==> src/rtl/io_map_pkg.sv <==
// IO map shared by the MMIO responder and its UART transmit serializer:
// region select nibble, register offsets, STATUS bit positions and the
// serializer state encoding.
package io_map_pkg;

  localparam logic [3:0] IO_REGION     = 4'h8;

  localparam logic [7:0] OFF_STATUS    = 8'h00;
  localparam logic [7:0] OFF_RX_DATA   = 8'h04;
  localparam logic [7:0] OFF_TX_DATA   = 8'h08;
  localparam logic [7:0] OFF_CYCLE_CNT = 8'h10;
  localparam logic [7:0] OFF_INST_CNT  = 8'h14;
  localparam logic [7:0] OFF_CNT_RESET = 8'h18;

  localparam int STAT_TX_READY    = 0;
  localparam int STAT_RX_VALID    = 1;
  localparam int STAT_TX_OVERFLOW = 2;
  localparam int STAT_RX_OVERRUN  = 3;

  typedef enum logic [1:0] {
    TX_IDLE  = 2'd0,
    TX_START = 2'd1,
    TX_DATA  = 2'd2,
    TX_STOP  = 2'd3
  } tx_state_e;

  // Assemble the STATUS word from its individual flags.
  function automatic logic [31:0] pack_status(input logic tx_ready,
                                              input logic rx_valid,
                                              input logic tx_overflow,
                                              input logic rx_overrun);
    logic [31:0] s;
    s                   = '0;
    s[STAT_TX_READY]    = tx_ready;
    s[STAT_RX_VALID]    = rx_valid;
    s[STAT_TX_OVERFLOW] = tx_overflow;
    s[STAT_RX_OVERRUN]  = rx_overrun;
    return s;
  endfunction

endpackage

==> src/rtl/mmio_io_responder_if.sv <==
// Core data-memory port as seen by the IO responder. The core drives the
// address/enables/store data; the responder returns registered read data.
interface mmio_io_responder_if;
  logic [31:0] io_addr;
  logic [3:0]  io_we;
  logic        io_re;
  logic [31:0] io_din;
  logic [31:0] io_dout;

  modport master (output io_addr, output io_we, output io_re, output io_din,
                  input  io_dout);
  modport slave  (input  io_addr, input  io_we, input  io_re, input  io_din,
                  output io_dout);
endinterface

==> src/rtl/uart_tx_serializer.sv <==
// 8N1 UART transmitter, LSB first. Takes one byte per data_valid/data_ready
// handshake; each of START, the 8 DATA bits and STOP lasts BIT_PERIOD
// cycles. A waiting byte is accepted in the last STOP cycle so consecutive
// frames have no idle gap.
module uart_tx_serializer
  import io_map_pkg::*;
#(
  parameter int BIT_PERIOD = 434
) (
  input  logic       clk,
  input  logic       rst,
  input  logic [7:0] data_in,
  input  logic       data_valid,
  output logic       data_ready,
  output logic       serial_out
);

  localparam int CNT_W = (BIT_PERIOD > 1) ? $clog2(BIT_PERIOD) : 1;
  localparam logic [CNT_W-1:0] RELOAD  = CNT_W'(BIT_PERIOD - 1);
  localparam logic [CNT_W-1:0] CNT_ONE = CNT_W'(1);

  tx_state_e        state_q;
  logic [CNT_W-1:0] baud_q;
  logic [2:0]       bit_q;
  logic [7:0]       shift_q;
  logic             serial_q;

  logic bit_end;
  logic load;
  logic advance;

  assign bit_end    = (baud_q == '0);
  assign data_ready = (state_q == TX_IDLE) || ((state_q == TX_STOP) && bit_end);
  assign load       = data_valid && data_ready;
  assign advance    = bit_end && ((state_q == TX_START) ||
                                  ((state_q == TX_DATA) && (bit_q != 3'd7)));
  assign serial_out = serial_q;

  // Frame sequencing: state, baud countdown (reloaded on every state or bit
  // change), bit index and the registered line level.
  always_ff @(posedge clk) begin
    if (rst) begin
      state_q  <= TX_IDLE;
      baud_q   <= '0;
      bit_q    <= '0;
      serial_q <= 1'b1;
    end else begin
      case (state_q)
        TX_IDLE: begin
          serial_q <= 1'b1;
          if (data_valid) begin
            state_q  <= TX_START;
            baud_q   <= RELOAD;
            serial_q <= 1'b0;
          end
        end
        TX_START: begin
          if (bit_end) begin
            state_q  <= TX_DATA;
            baud_q   <= RELOAD;
            bit_q    <= 3'd0;
            serial_q <= shift_q[0];
          end else begin
            baud_q <= baud_q - CNT_ONE;
          end
        end
        TX_DATA: begin
          if (bit_end) begin
            baud_q <= RELOAD;
            if (bit_q == 3'd7) begin
              state_q  <= TX_STOP;
              serial_q <= 1'b1;
            end else begin
              bit_q    <= bit_q + 3'd1;
              serial_q <= shift_q[0];
            end
          end else begin
            baud_q <= baud_q - CNT_ONE;
          end
        end
        TX_STOP: begin
          if (bit_end) begin
            if (data_valid) begin
              state_q  <= TX_START;
              baud_q   <= RELOAD;
              serial_q <= 1'b0;
            end else begin
              state_q  <= TX_IDLE;
              serial_q <= 1'b1;
            end
          end else begin
            baud_q <= baud_q - CNT_ONE;
          end
        end
        default: begin
          state_q  <= TX_IDLE;
          serial_q <= 1'b1;
        end
      endcase
    end
  end

  // Byte shift register: loaded on acceptance, shifted right as each bit
  // is put on the line so bit 0 always holds the next bit to send.
  always_ff @(posedge clk) begin
    if (load) begin
      shift_q <= data_in;
    end else if (advance) begin
      shift_q <= {1'b0, shift_q[7:1]};
    end
  end

endmodule

==> src/rtl/mmio_io_responder.sv <==
// Memory-mapped IO responder on the core's data-memory port, in parallel
// with data BRAM. Provides a FIFO-buffered UART transmitter, a latched UART
// receive byte with overrun detection, and (with IO_COUNTERS_EN defined)
// cycle / retired-instruction counters. Read data is registered, giving the
// same one-cycle latency as block RAM.
// Build option: define IO_COUNTERS_EN to implement CYCLE_CNT, INST_CNT and
// CNT_RESET; otherwise those offsets read as zero and writes are ignored.
module mmio_io_responder
  import io_map_pkg::*;
#(
  parameter int CLOCK_FREQ    = 50000000,
  parameter int BAUD_RATE     = 115200,
  parameter int TX_FIFO_DEPTH = 8
) (
  input  logic                clk,
  input  logic                rst,
  mmio_io_responder_if.slave  io,
  input  logic [7:0]          rx_byte,
  input  logic                rx_byte_valid,
  input  logic                inst_retired,
  output logic                serial_out
);

  localparam int BIT_PERIOD = CLOCK_FREQ / BAUD_RATE;
  localparam int AW         = $clog2(TX_FIFO_DEPTH);
  localparam logic [AW:0] PTR_ONE = {{AW{1'b0}}, 1'b1};

  // Address decode
  logic       sel;
  logic [7:0] off;
  logic       wr;
  logic       rd;
  logic       wr_status;
  logic       wr_tx;
  logic       rd_rx;

  assign sel       = (io.io_addr[31:28] == IO_REGION);
  assign off       = io.io_addr[7:0];
  assign wr        = sel && (|io.io_we);
  assign rd        = sel && io.io_re;
  assign wr_status = wr && (off == OFF_STATUS);
  assign wr_tx     = wr && (off == OFF_TX_DATA);
  assign rd_rx     = rd && (off == OFF_RX_DATA);

  // Transmit FIFO
  logic [7:0]  fifo_mem_q [TX_FIFO_DEPTH];
  logic [AW:0] wr_ptr_q;
  logic [AW:0] rd_ptr_q;
  logic        fifo_empty;
  logic        fifo_full;
  logic        push;
  logic        pop;
  logic        ser_ready;

  assign fifo_empty = (wr_ptr_q == rd_ptr_q);
  assign fifo_full  = (wr_ptr_q[AW] != rd_ptr_q[AW]) &&
                      (wr_ptr_q[AW-1:0] == rd_ptr_q[AW-1:0]);
  assign push       = wr_tx && !fifo_full;
  assign pop        = ser_ready && !fifo_empty;

  // FIFO pointers; the extra top bit distinguishes full from empty.
  always_ff @(posedge clk) begin
    if (rst) begin
      wr_ptr_q <= '0;
      rd_ptr_q <= '0;
    end else begin
      if (push) wr_ptr_q <= wr_ptr_q + PTR_ONE;
      if (pop)  rd_ptr_q <= rd_ptr_q + PTR_ONE;
    end
  end

  // FIFO storage; a write while full is dropped.
  always_ff @(posedge clk) begin
    if (push) begin
      fifo_mem_q[wr_ptr_q[AW-1:0]] <= io.io_din[7:0];
    end
  end

  uart_tx_serializer #(
    .BIT_PERIOD (BIT_PERIOD)
  ) u_tx (
    .clk        (clk),
    .rst        (rst),
    .data_in    (fifo_mem_q[rd_ptr_q[AW-1:0]]),
    .data_valid (!fifo_empty),
    .data_ready (ser_ready),
    .serial_out (serial_out)
  );

  // Status flags
  logic       tx_overflow_q;
  logic       rx_valid_q;
  logic       rx_overrun_q;
  logic [7:0] rx_byte_q;

  // Sticky error flags: a STATUS write clears them, but an error event in
  // the same cycle still sets them so it is never lost.
  always_ff @(posedge clk) begin
    if (rst) begin
      tx_overflow_q <= 1'b0;
      rx_overrun_q  <= 1'b0;
    end else begin
      if (wr_status) begin
        tx_overflow_q <= 1'b0;
        rx_overrun_q  <= 1'b0;
      end
      if (wr_tx && fifo_full) begin
        tx_overflow_q <= 1'b1;
      end
      if (rx_byte_valid && rx_valid_q && !rd_rx) begin
        rx_overrun_q <= 1'b1;
      end
    end
  end

  // Receive-valid: a new byte wins over a concurrent RX_DATA read.
  always_ff @(posedge clk) begin
    if (rst) begin
      rx_valid_q <= 1'b0;
    end else if (rx_byte_valid) begin
      rx_valid_q <= 1'b1;
    end else if (rd_rx) begin
      rx_valid_q <= 1'b0;
    end
  end

  // Receive byte latch; always holds the most recent byte.
  always_ff @(posedge clk) begin
    if (rx_byte_valid) begin
      rx_byte_q <= rx_byte;
    end
  end

`ifdef IO_COUNTERS_EN
  logic        wr_cnt_rst;
  logic [31:0] cycle_cnt_q;
  logic [31:0] inst_cnt_q;

  assign wr_cnt_rst = wr && (off == OFF_CNT_RESET);

  // Free-running counters; a CNT_RESET write overrides that cycle's count.
  always_ff @(posedge clk) begin
    if (rst || wr_cnt_rst) begin
      cycle_cnt_q <= '0;
      inst_cnt_q  <= '0;
    end else begin
      cycle_cnt_q <= cycle_cnt_q + 32'd1;
      if (inst_retired) inst_cnt_q <= inst_cnt_q + 32'd1;
    end
  end

  logic unused_bits;
  assign unused_bits = ^{io.io_addr[27:8], io.io_din[31:8]};
`else
  logic unused_bits;
  assign unused_bits = ^{io.io_addr[27:8], io.io_din[31:8], inst_retired};
`endif

  // Read data mux; anything not a mapped IO register reads as zero.
  logic [31:0] rdata;

  always_comb begin
    rdata = '0;
    if (sel) begin
      case (off)
        OFF_STATUS:    rdata = pack_status(!fifo_full, rx_valid_q,
                                           tx_overflow_q, rx_overrun_q);
        OFF_RX_DATA:   rdata = {24'h0, rx_byte_q};
`ifdef IO_COUNTERS_EN
        OFF_CYCLE_CNT: rdata = cycle_cnt_q;
        OFF_INST_CNT:  rdata = inst_cnt_q;
`endif
        default:       rdata = '0;
      endcase
    end
  end

  logic [31:0] io_dout_q;

  // Registered read port: captured on every read, held between reads.
  always_ff @(posedge clk) begin
    if (rst) begin
      io_dout_q <= '0;
    end else if (io.io_re) begin
      io_dout_q <= rdata;
    end
  end

  assign io.io_dout = io_dout_q;

endmodule
==> src/flat_wrapper.sv <==
// flat-port wrapper written by rule: the top's interface ports become plain ports
module mmio_io_responder_flat import io_map_pkg::*;
#(
  parameter int CLOCK_FREQ    = 50000000,
  parameter int BAUD_RATE     = 115200,
  parameter int TX_FIFO_DEPTH = 8
)
  (clk, rst, rx_byte, rx_byte_valid, inst_retired, serial_out, io_io_addr, io_io_we, io_io_re, io_io_din, io_io_dout);
  mmio_io_responder_if io_i ();
  input  logic clk;
  input  logic rst;
  input  logic [7:0] rx_byte;
  input  logic rx_byte_valid;
  input  logic inst_retired;
  output logic serial_out;
  input wire logic [$bits(io_i.io_addr)-1:0] io_io_addr;
  input wire logic [$bits(io_i.io_we)-1:0] io_io_we;
  input wire logic [$bits(io_i.io_re)-1:0] io_io_re;
  input wire logic [$bits(io_i.io_din)-1:0] io_io_din;
  output wire logic [$bits(io_i.io_dout)-1:0] io_io_dout;
  assign io_i.io_addr = io_io_addr;
  assign io_i.io_we = io_io_we;
  assign io_i.io_re = io_io_re;
  assign io_i.io_din = io_io_din;
  assign io_io_dout = io_i.io_dout;
  mmio_io_responder #(.CLOCK_FREQ(CLOCK_FREQ), .BAUD_RATE(BAUD_RATE), .TX_FIFO_DEPTH(TX_FIFO_DEPTH)) u_core (.clk(clk), .rst(rst), .io(io_i), .rx_byte(rx_byte), .rx_byte_valid(rx_byte_valid), .inst_retired(inst_retired), .serial_out(serial_out));
endmodule
==> config.mk <==
export PLATFORM = sky130hd
export DESIGN_NAME = mmio_io_responder_flat
export DESIGN_NICKNAME = d
export VERILOG_FILES = /design/src/rtl/io_map_pkg.sv /design/src/rtl/mmio_io_responder_if.sv /design/src/rtl/uart_tx_serializer.sv /design/src/rtl/mmio_io_responder.sv /design/src/flat_wrapper.sv
export SDC_FILE = /design/constraint.sdc
export NUM_CORES = 1
export LEC_CHECK = 0
export CORE_ASPECT_RATIO = 0.75
export CORE_MARGIN = 2
export CORE_UTILIZATION = 40
export CTS_BUF_LIST = sky130_fd_sc_hd__clkbuf_8
export DETAILED_ROUTE_END_ITERATION = 10
export GPL_ROUTABILITY_DRIVEN = 0
export PLACE_DENSITY = 0.65
export SYNTH_ARGS = -nofsm -noshare
export SYNTH_HDL_FRONTEND = slang
export SYNTH_SLANG_ARGS = --single-unit
==> constraint.sdc <==
create_clock -name clk -period 3.3 [get_ports clk]
set_input_delay 0.825 -clock clk [delete_from_list [all_inputs] [get_ports clk]]
set_output_delay 0.825 -clock clk [all_outputs]
set_load 0.02 [all_outputs]
======== Word level (Yosys, flattened, before mapping) ========
Memories as Yosys holds them, arrays and structs flattened. A register that Yosys moved wholly into a read port is not among the register bits.
Index checks and enable logic that the tools add are counted.
operators by class
  mux-type cells .......................... 34
  reduce and logical (&&, ||, !) cells .... 32
  eq/ne operators ......................... 17
  add/subtract/negate cells ............... 4
operator list
  kind                                               count
  2-to-1 mux 32 bit                                  1
  2-to-1 mux 9 bit                                   3
  one-hot mux 9 bit (3 select lines)                 1
  2-to-1 mux 8 bit                                   2
  one-hot mux 8 bit (2 select lines)                 1
  2-to-1 mux 3 bit                                   5
  logical AND 1 bit                                  14
  2-to-1 mux 1 bit                                   13
  2-to-1 mux 2 bit                                   5
  inequality test 2 bit (second input constant)      5
  nonzero test 2 bit                                 5
  logical NOT 9 bit                                  1
  subtractor 9 x 1 -> 9 bit (second input constant)  1
  adder 4 x 1 -> 4 bit (second input constant)       2
  == test 8 x 3 -> 1 bit (second input constant)     1
  == test 8 x 4 -> 1 bit (second input constant)     1
  logical NOT 8 bit                                  1
  one-hot mux 2 bit (4 select lines)                 1
  one-hot mux 3 bit (2 select lines)                 1
  AND reduction 5 bit                                1
  == test 2 bit (second input constant)              2
  == test 4 bit                                      1
  == test 4 bit (second input constant)              1
  one-hot mux 1 bit (4 select lines)                 1
  14 further kinds                                   17
word-level totals
  register bits ........................... 74
  memories ................................ 1
  RAM bits ................................ 64
  logic and storage cells ................. 100
memories
  memory             depth  bits a word  read ports  clocked after Yosys merged registers in  write ports  RTL line                 source
  u_core.fifo_mem_q  8      8            1           1                                        1            mmio_io_responder.sv:46  logic [7:0] fifo_mem_q [TX_FIFO_DEPTH];

======== Depth between registers and ports, before layout ========
Gate-level depths: netlist (run 1).
  depth after elaboration ................. 6
  gate-level depth with buffers ........... 7
  depth with buffers taken out ............ 6

======== By module ========
Synthesis (run 1) repeated with hierarchy kept, for this count alone.
unflattened totals
  cells, all modules ...................... 394
  area total of the unflattened synthesis .. 5408.9 um^2
by module, submodules not included
  module              instances  seq. area each (um^2)  cells each  area an instance (um^2)
  mmio_io_responder   1          2602.5                 254         4023.9
  uart_tx_serializer  1          540.5                  140         1385.1

======== Worst setup path before layout (run 1) ========
No wires, ideal clock.
  path kind ............................... input to register
  start ................................... in io_io_we[0]
  end ..................................... mem u_core.fifo_mem_q[0][0], enable pin
  arrival time ............................ 2.657 ns
  buffers on the path ..................... 2
  stages on the path ...................... 6
  slack ................................... 0.248 ns
  cells stage by stage .................... nor4_1 -> or2_2 -> clkbuf_1 -> or3_1 -> clkbuf_1 -> nor4_1
between the ends
  cells in the longest elaborated chain, start to end .. 6
RTL lines
  element                                 RTL line                 source
  start: declaration                      flat_wrapper.sv:17       input wire logic [$bits(io_i.io_we)-1:0] io_io_we;
  OR reduction 4 bit                      mmio_io_responder.sv:39  assign wr = sel && (|io.io_we);
  logical AND 1 bit                       mmio_io_responder.sv:39
  logical AND 1 bit                       mmio_io_responder.sv:42  assign wr_tx = wr && (off == OFF_TX_DATA);
  logical AND 1 bit                       mmio_io_responder.sv:58  assign push = wr_tx && !fifo_full;
  2-to-1 mux 1 bit                        mmio_io_responder.sv:74  if (push) begin
  2-to-1 mux 1 bit (not written as such)  mmio_io_responder.sv:75  fifo_mem_q[wr_ptr_q[AW-1:0]] <= io.io_din[7:0];
  end: declaration                        mmio_io_responder.sv:46
No other way between the ends.

======== Final worst setup path (run 1) ========
  start ................................... in io_io_we[3]
  end ..................................... mem u_core.fifo_mem_q[1][5], enable pin
The elaborated chain is that of the path after synthesis.

==> impl_metrics.yaml, run 1 <==
placed_design:
  place_area_um2: 5990
  post-dp-hpwl_um: 7100
  io_buffer_count: 44
critical_path:
  cp.depth: 6
  crit_top_cell: "nor4_1"
  crit_path_start: "io_io_we[3]"
  worst_setup_path_start_kind: "input pin"
  r2r_cells: 5
  arrival_ps: 2720
  crit_type: "input pin to register"
  cp_max_fo: 9
  reg2reg_to: "u_core.fifo_mem_q[1][5]$_DFFE_PP_"
  end_kind: "register"
  slowest_delay_ps: 510
  critPathTopFamily: "simple AND/OR/NAND/NOR gates"
  endpoint: "u_core.fifo_mem_q[1][5]$_DFFE_PP_"
  worstPathRequired_ps: 3430
  reg2reg_slack_ps: 870
  crit_chain: "clkdlybuf4s50_1 > nor4_1 > or2_2 > or3_1 > nor4_1 > buf_4"
  crit_buf_inv: 2
  r2r-start: "u_core.wr_ptr_q[0]$_SDFFE_PP0P_"
  cp_slowest_cell: "or3_1"
clock_network:
  cts.sinks: 117
  postCtsHoldBufs: 0
  cts_tree: "done"
  htree_levels: 4
  cts_root_buf: "clkbuf_8"
  path_clk_slew_ps: 60
  postCtsSetupBuffers: 0
  clock_latency_ps: 430
  clock_path_buffers: 2
  post_cts_resized: 0
  numCtsBuffers: 17
synthesis:
  avgSynthCellArea_um2: 13.3
  synthArstFlopShare_pct: 0
  muxShareOfSynthArea_pct: 11.0
  ys_seq_elements: 117
  synth_simple_gate_area_share_pct: 10.8
  synth_edf_count: 80
  synthAdderAreaFrac_pct: 2.31
  synth-seq-area-share_pct: 58.0
  synthXorXnorAreaFrac_pct: 1.29
  ys.flop_type: "edfxtp_1"
  synth_top_family_by_area: "multiplexers"
  synth_cells: 408
  yosysWarningCount: 0
  synth_compound_area_share_pct: 9.91
  yosysUniqueCellTypes: 55
  netlist_area_um2: 5420
global_routing:
  grt-ovfl-total: 0
  grt_first_pass_wirelength_um: 16800
  grt_pass1_vias: 3357
  grt_max_degree: 19
  grtUsageTotal_pct: 15.0
  grt_antenna_before_repair: 0
layout:
  final_nets: 554
  final_area_um2: 6410
  final_cell_mix: "80 x edfxtp_1, 44 x clkdlybuf4s50_1, 37 x dfxtp_1"
  drive_gt1_share_pct: 20.2
  fillers: 1119
  layout-area-overhead-vs-synth_pct: 18.3
  final_common_cell: "edfxtp_1"
  diodes: 0
detailed_routing:
  finalWirelength_um: 10300
  vias: 3431
  detailedRoute.firstPassIterationCount: 4
  ant_nets: 0
  drt_iter0_drc: 114
  vias_per_cell: 5.30
  drcViolationCount: 0
  wl_per_cell_um: 15.9
sta:
  period_needed_ps: 2590
  fin_worst_skew_ps: 8.94
  tightest_slew_ps: 826
  final_max_slew_viol_count: 0
  fin_crit_sh_pct: 78.5
  max_freq_mhz: 386
  setup-violations-final: 0
  fin_tns_setup_ps: 0
  max_slew_margin_pct: 44.9
  rsz0062_at_grt: "false"
  hold_viol_final: 0
pwr:
  p_per_area_nw_per_um2: 582
  ir_drop_v: 0.000258
  leakagePower_uw: 0.00221
die:
  initial_core_util_pct: 41.3
  fp.dieW_um: 138
  design.die.area_um2: 14500
  core_um2: 13100
  rows: 36
  dieHeight_um: 105
  io_pins: 114
outcome:
  status: "finished, final reports clean"
min_path:
  hold_class: "register to register"
  min_path_cells: 1
run:
  drv_cap: 0
==> Yosys cell counts (all sizes together) (2+ instances only) <==
cell type / instances / area share (%)
edfxtp: 80 / 44
dfxtp: 37 / 14
buf: 34 / 4.5
a21oi: 32 / 3.0
mux2: 19 / 3.9
inv: 17 / 1.2
mux4: 16 / 6.6
nor4: 15 / 2.4
clkbuf: 14 / 0.99
nor2: 13 / 1.0
nand2b: 12 / 1.4
ha: 10 / 2.3
nand3: 10 / 0.92
o21ai: 10 / 0.92
nand4: 9 / 1.0
o31ai: 7 / 0.97
or4: 7 / 0.97
nor3: 6 / 0.55
a31oi: 5 / 0.58
nor2b: 4 / 0.46
o21bai: 4 / 0.55
o221a: 4 / 0.83
xnor2: 4 / 0.65
xor2: 4 / 0.65
a211oi: 3 / 0.42
nand2: 3 / 0.21
or3: 3 / 0.35
a21o: 2 / 0.28
mux2i: 2 / 0.37
nand3b: 2 / 0.28
o31a: 2 / 0.32
o41ai: 2 / 0.67
or2: 2 / 0.23
==> sequential cells by signal (all words and copies together) (netlist names), 3 cells and up, named ones only <==
signal / flops
u_core.rd_ptr_q: 4
u_core.wr_ptr_q: 4
u_core.u_tx.bit_q: 3
u_core.u_tx.baud_q: 9
u_core.rx_byte_q: 8
u_core.u_tx.shift_q: 8
u_core.fifo_mem_q: 64
u_core.io.io_dout: 8
==> per-layer routing <==
layer	track usage, %	wire, um
met5	0	0
met2	22.8	4690
met3	3.90	599
met4	6.92	138
met1	20.2	4840
==> kinds of logic (layout without fill, tap and decap cells) <==
group                      Yosys count  in the layout
muxes                               37             37
buffers and inverters               65            110
xor gates and xnor gates             8              8
and+or+nand+nor                     90             90
DFF                                117            117
other                                1             24
adders and majority gates           10             10
AOI/OAI and AO/OA                   80             80
==> worst min-delay path by stage <==
stage | from | to | slack [ps]
6_report | u_core.tx_overflow_q$_SDFFE_PP0P_ | u_core.tx_overflow_q$_SDFFE_PP0P_ | 470
5_1_grt | u_core.io.io_dout[6]$_SDFFE_PP0P_ | u_core.io.io_dout[6]$_SDFFE_PP0P_ | 490
4_1_cts | u_core.tx_overflow_q$_SDFFE_PP0P_ | u_core.tx_overflow_q$_SDFFE_PP0P_ | 470
2_1_floorplan | u_core.tx_overflow_q$_SDFFE_PP0P_ | u_core.tx_overflow_q$_SDFFE_PP0P_ | 440
3_5_place_dp | u_core.tx_overflow_q$_SDFFE_PP0P_ | u_core.tx_overflow_q$_SDFFE_PP0P_ | 450
3_3_place_gp | u_core.tx_overflow_q$_SDFFE_PP0P_ | u_core.tx_overflow_q$_SDFFE_PP0P_ | 450
==> where the power goes <==
part           switching (uW)  total (uW)  internal [uW]
combinational             369         658            290
clock                     557        1370            812
sequential               55.8        1710           1650
total                     981        3730           2750
==> area by class of cell <==
cell class | count | area [um^2] | area share, %
inverters | 17 | 63.8 | 0.996
repair buffers | 61 | 568 | 8.86
clock inverters | 15 | 188 | 2.93
clock buffers | 17 | 234 | 3.65
flip-flops and latches | 117 | 3140 | 49.0
multi-input cells | 249 | 2000 | 31.2
well taps | 171 | 214 | 3.34
==> worst reg2reg max path, stage by stage, from the launching register on <==
cell and delay (ps):
dfxtp_1 560, xor2_1 430, o41ai_4 190, or3_1 450, nor4_1 240, buf_4 260
==> metrics by stage <==
step / total power [uW] / setup WS [ps] / instances / hold slack (ps) / util [%]
2_1_floorplan: 2230 / 248 / 431 / 437 / -
3_3_place_gp: 2380 / 339 / 615 / 451 / 45.7
3_5_place_dp: 2390 / 285 / 615 / 455 / 45.7
4_1_cts: 3770 / 734 / 647 / 470 / 48.9
5_1_grt: 3910 / 483 / 647 / 489 / 48.9
6_report: 3730 / 710 / 647 / 467 / 48.9
Note: power is estimated with default switching activity, not from simulation.
==> run 2: changes to the inputs <==
--- a/config.mk
+++ b/config.mk
@@ -11,7 +11,7 @@
 export CTS_BUF_LIST = sky130_fd_sc_hd__clkbuf_8
 export DETAILED_ROUTE_END_ITERATION = 10
 export GPL_ROUTABILITY_DRIVEN = 0
-export PLACE_DENSITY = 0.65
+export PLACE_DENSITY = 0.68
 export SYNTH_ARGS = -nofsm -noshare
 export SYNTH_HDL_FRONTEND = slang
 export SYNTH_SLANG_ARGS = --single-unit
==> constraint.sdc (replaced) <==
create_clock -name clk -period 2.3 [get_ports clk]
set_input_delay 0.575 -clock clk [delete_from_list [all_inputs] [get_ports clk]]
set_output_delay 0.575 -clock clk [all_outputs]
set_load 0.02 [all_outputs]
==> run 2 against run 1 <==
Effect of this change:
- sequential power grew 43%
- flip-flop and latch count is the same
- sequential share of layout area shrank 2.9 points
- global-route usage grew 0.42 points
- cell count grew 1.9%
- combinational power grew 53%
==> impl_metrics.yaml, run 2 (synthesized netlist as in run 1, its figures left out) <==
outcome:
  status: "finished, final reports clean"
layout:
  final_cell_mix: "80 x edfxtp_1, 37 x dfxtp_1, 34 x clkdlybuf4s50_1"
  largest_reg_flops: 64
  instances_no_fill: 659
  drive_gt1_share_pct: 25.2
  layout-area-overhead-vs-synth_pct: 25.8
  final_common_cell: "edfxtp_1"
  diodes: 0
  final_area_um2: 6820
  final_nets: 566
  fillers: 1062
sta:
  fin_crit_sh_pct: 96.5
  fin_worst_skew_ps: 8.92
  layout_setup_ws_ps: 80.0
  final_max_slew_viol_count: 0
  setup-violations-final: 0
  max_freq_mhz: 450
  hold_viol_final: 0
  period_needed_ps: 2220
  rsz0062_at_grt: "false"
global_routing:
  grt-ovfl-total: 0
  grtUsageTotal_pct: 15.4
  grt_first_pass_wirelength_um: 17500
  grt_antenna_before_repair: 0
  grt_pass1_vias: 3577
  grt_max_degree: 35
clock_network:
  clock_latency_ps: 430
  htree_levels: 4
  clock_path_buffers: 2
  cts_tree: "done"
  numCtsBuffers: 17
  path_clk_slew_ps: 70
  cts_root_buf: "clkbuf_8"
  postCtsHoldBufs: 0
  cts.sinks: 117
detailed_routing:
  vias: 3482
  finalWirelength_um: 10500
  drt_iter0_drc: 195
  drcViolationCount: 0
  ant_nets: 0
  detailedRoute.firstPassIterationCount: 4
  vias_per_cell: 5.28
  wl_per_cell_um: 15.9
critical_path:
  end_kind: "register"
  crit_path_start: "io_io_addr[31]"
  worst_setup_path_start_kind: "input pin"
  cp_max_fo: 8
  r2r-start: "u_core.rd_ptr_q[2]$_SDFFE_PP0P_"
  arrival_ps: 2360
  crit_type: "input pin to register"
  worstPathRequired_ps: 2440
die:
  initial_core_util_pct: 41.3
  design.die.area_um2: 14500
  rows: 36
  fp.dieW_um: 138
  dieHeight_um: 105
  io_pins: 114
  core_um2: 13100
placed_design:
  post-dp-hpwl_um: 7200
  place_area_um2: 6370
  post-place-ws_ps: -515
  io_buffer_count: 44
  place_inst: 625
min_path:
  hold_start: "u_core.tx_overflow_q$_SDFFE_PP0P_"
  hold_class: "register to register"
pwr:
  power_uw: 5340
  ir_drop_v: 0.000378
  p_per_area_nw_per_um2: 783
  leakagePower_uw: 0.00241
run:
  drv_cap: 0
[run 2: cell types whose count changed in the layout (fill, tap and decap cells not counted), sizes merged]
| cell | before | now |
|---|---|---|
| buf | 17 | 29 |
| clkdlybuf4s50 | 44 | 34 |
| clkinv | 4 | 5 |
| inv | 19 | 20 |
| clkinvlp | 5 | 4 |
| bufinv | 4 | 3 |
| dlymetal6s2s | 0 | 10 |
[run 2: power breakdown]
group / total, uW / switching (uW) / leakage, uW / internal, uW
clock network: 1890 / 828 / 0.000200 / 1060
logic: 1010 / 557 / 0.00119 / 451
registers: 2440 / 78.6 / 0.00102 / 2370
total: 5340 / 1460 / 0.00241 / 3870
[run 2: worst paths after layout]
check                                            to  slack (ps)  cells after the start
setup / recovery  u_core.fifo_mem_q[5][0]$_DFFE_PP_          80                      7
hold / removal    u_core.tx_overflow_q$_SDFFE_PP0P_         470                      1
setup reg to reg  u_core.fifo_mem_q[5][0]$_DFFE_PP_         130                      6
hold reg to reg   u_core.tx_overflow_q$_SDFFE_PP0P_         470                      1
[run 2: cell type report]
| cell class | instances | area [um^2] | area share, % |
|---|---|---|---|
| clock buffer | 17 | 234 | 3.43 |
| inverter | 17 | 63.8 | 0.936 |
| tap | 171 | 214 | 3.14 |
| timing repair buffer | 73 | 808 | 11.9 |
| clock inverter | 15 | 165 | 2.42 |
| multi-input combinational | 249 | 2190 | 32.1 |
| sequential | 117 | 3140 | 46.1 |
[run 2: per-layer routing]
layer	vias to the layer above	track usage [%]	share of wire [%]
li1	1663	-	-
met1	1697	20.1	44
met2	110	24.8	48
met3	12	4.63	6.2
met4	0	4.81	1.1
met5	-	0	0
[run 2: through the flow]
stage | setup TNS, ps | utilization, % | hold WS [ps]
after floorplan | -180 | - | 437
after global placement | -27380 | 48.6 | 450
after detailed placement | -29780 | 48.6 | 455
after CTS | 0 | 51.7 | 471
after global routing | 0 | 52.0 | 501
final | 0 | 52.0 | 469
[run 2: critical path, stage by stage]
cell and delay, ps:
clkdlybuf4s50_1 450, nor2b_1 180, nand3_1 110, or3_4 400
buf_12 160, nor4_4 310, buf_12 170
[run 2: what timing repair did]
item / in CTS / in global routing
pin swaps: 0 / 5
endpoints found under the setup margin: 50 / 53
buffers inserted: 0 / 2
resized for setup: 1 / 10
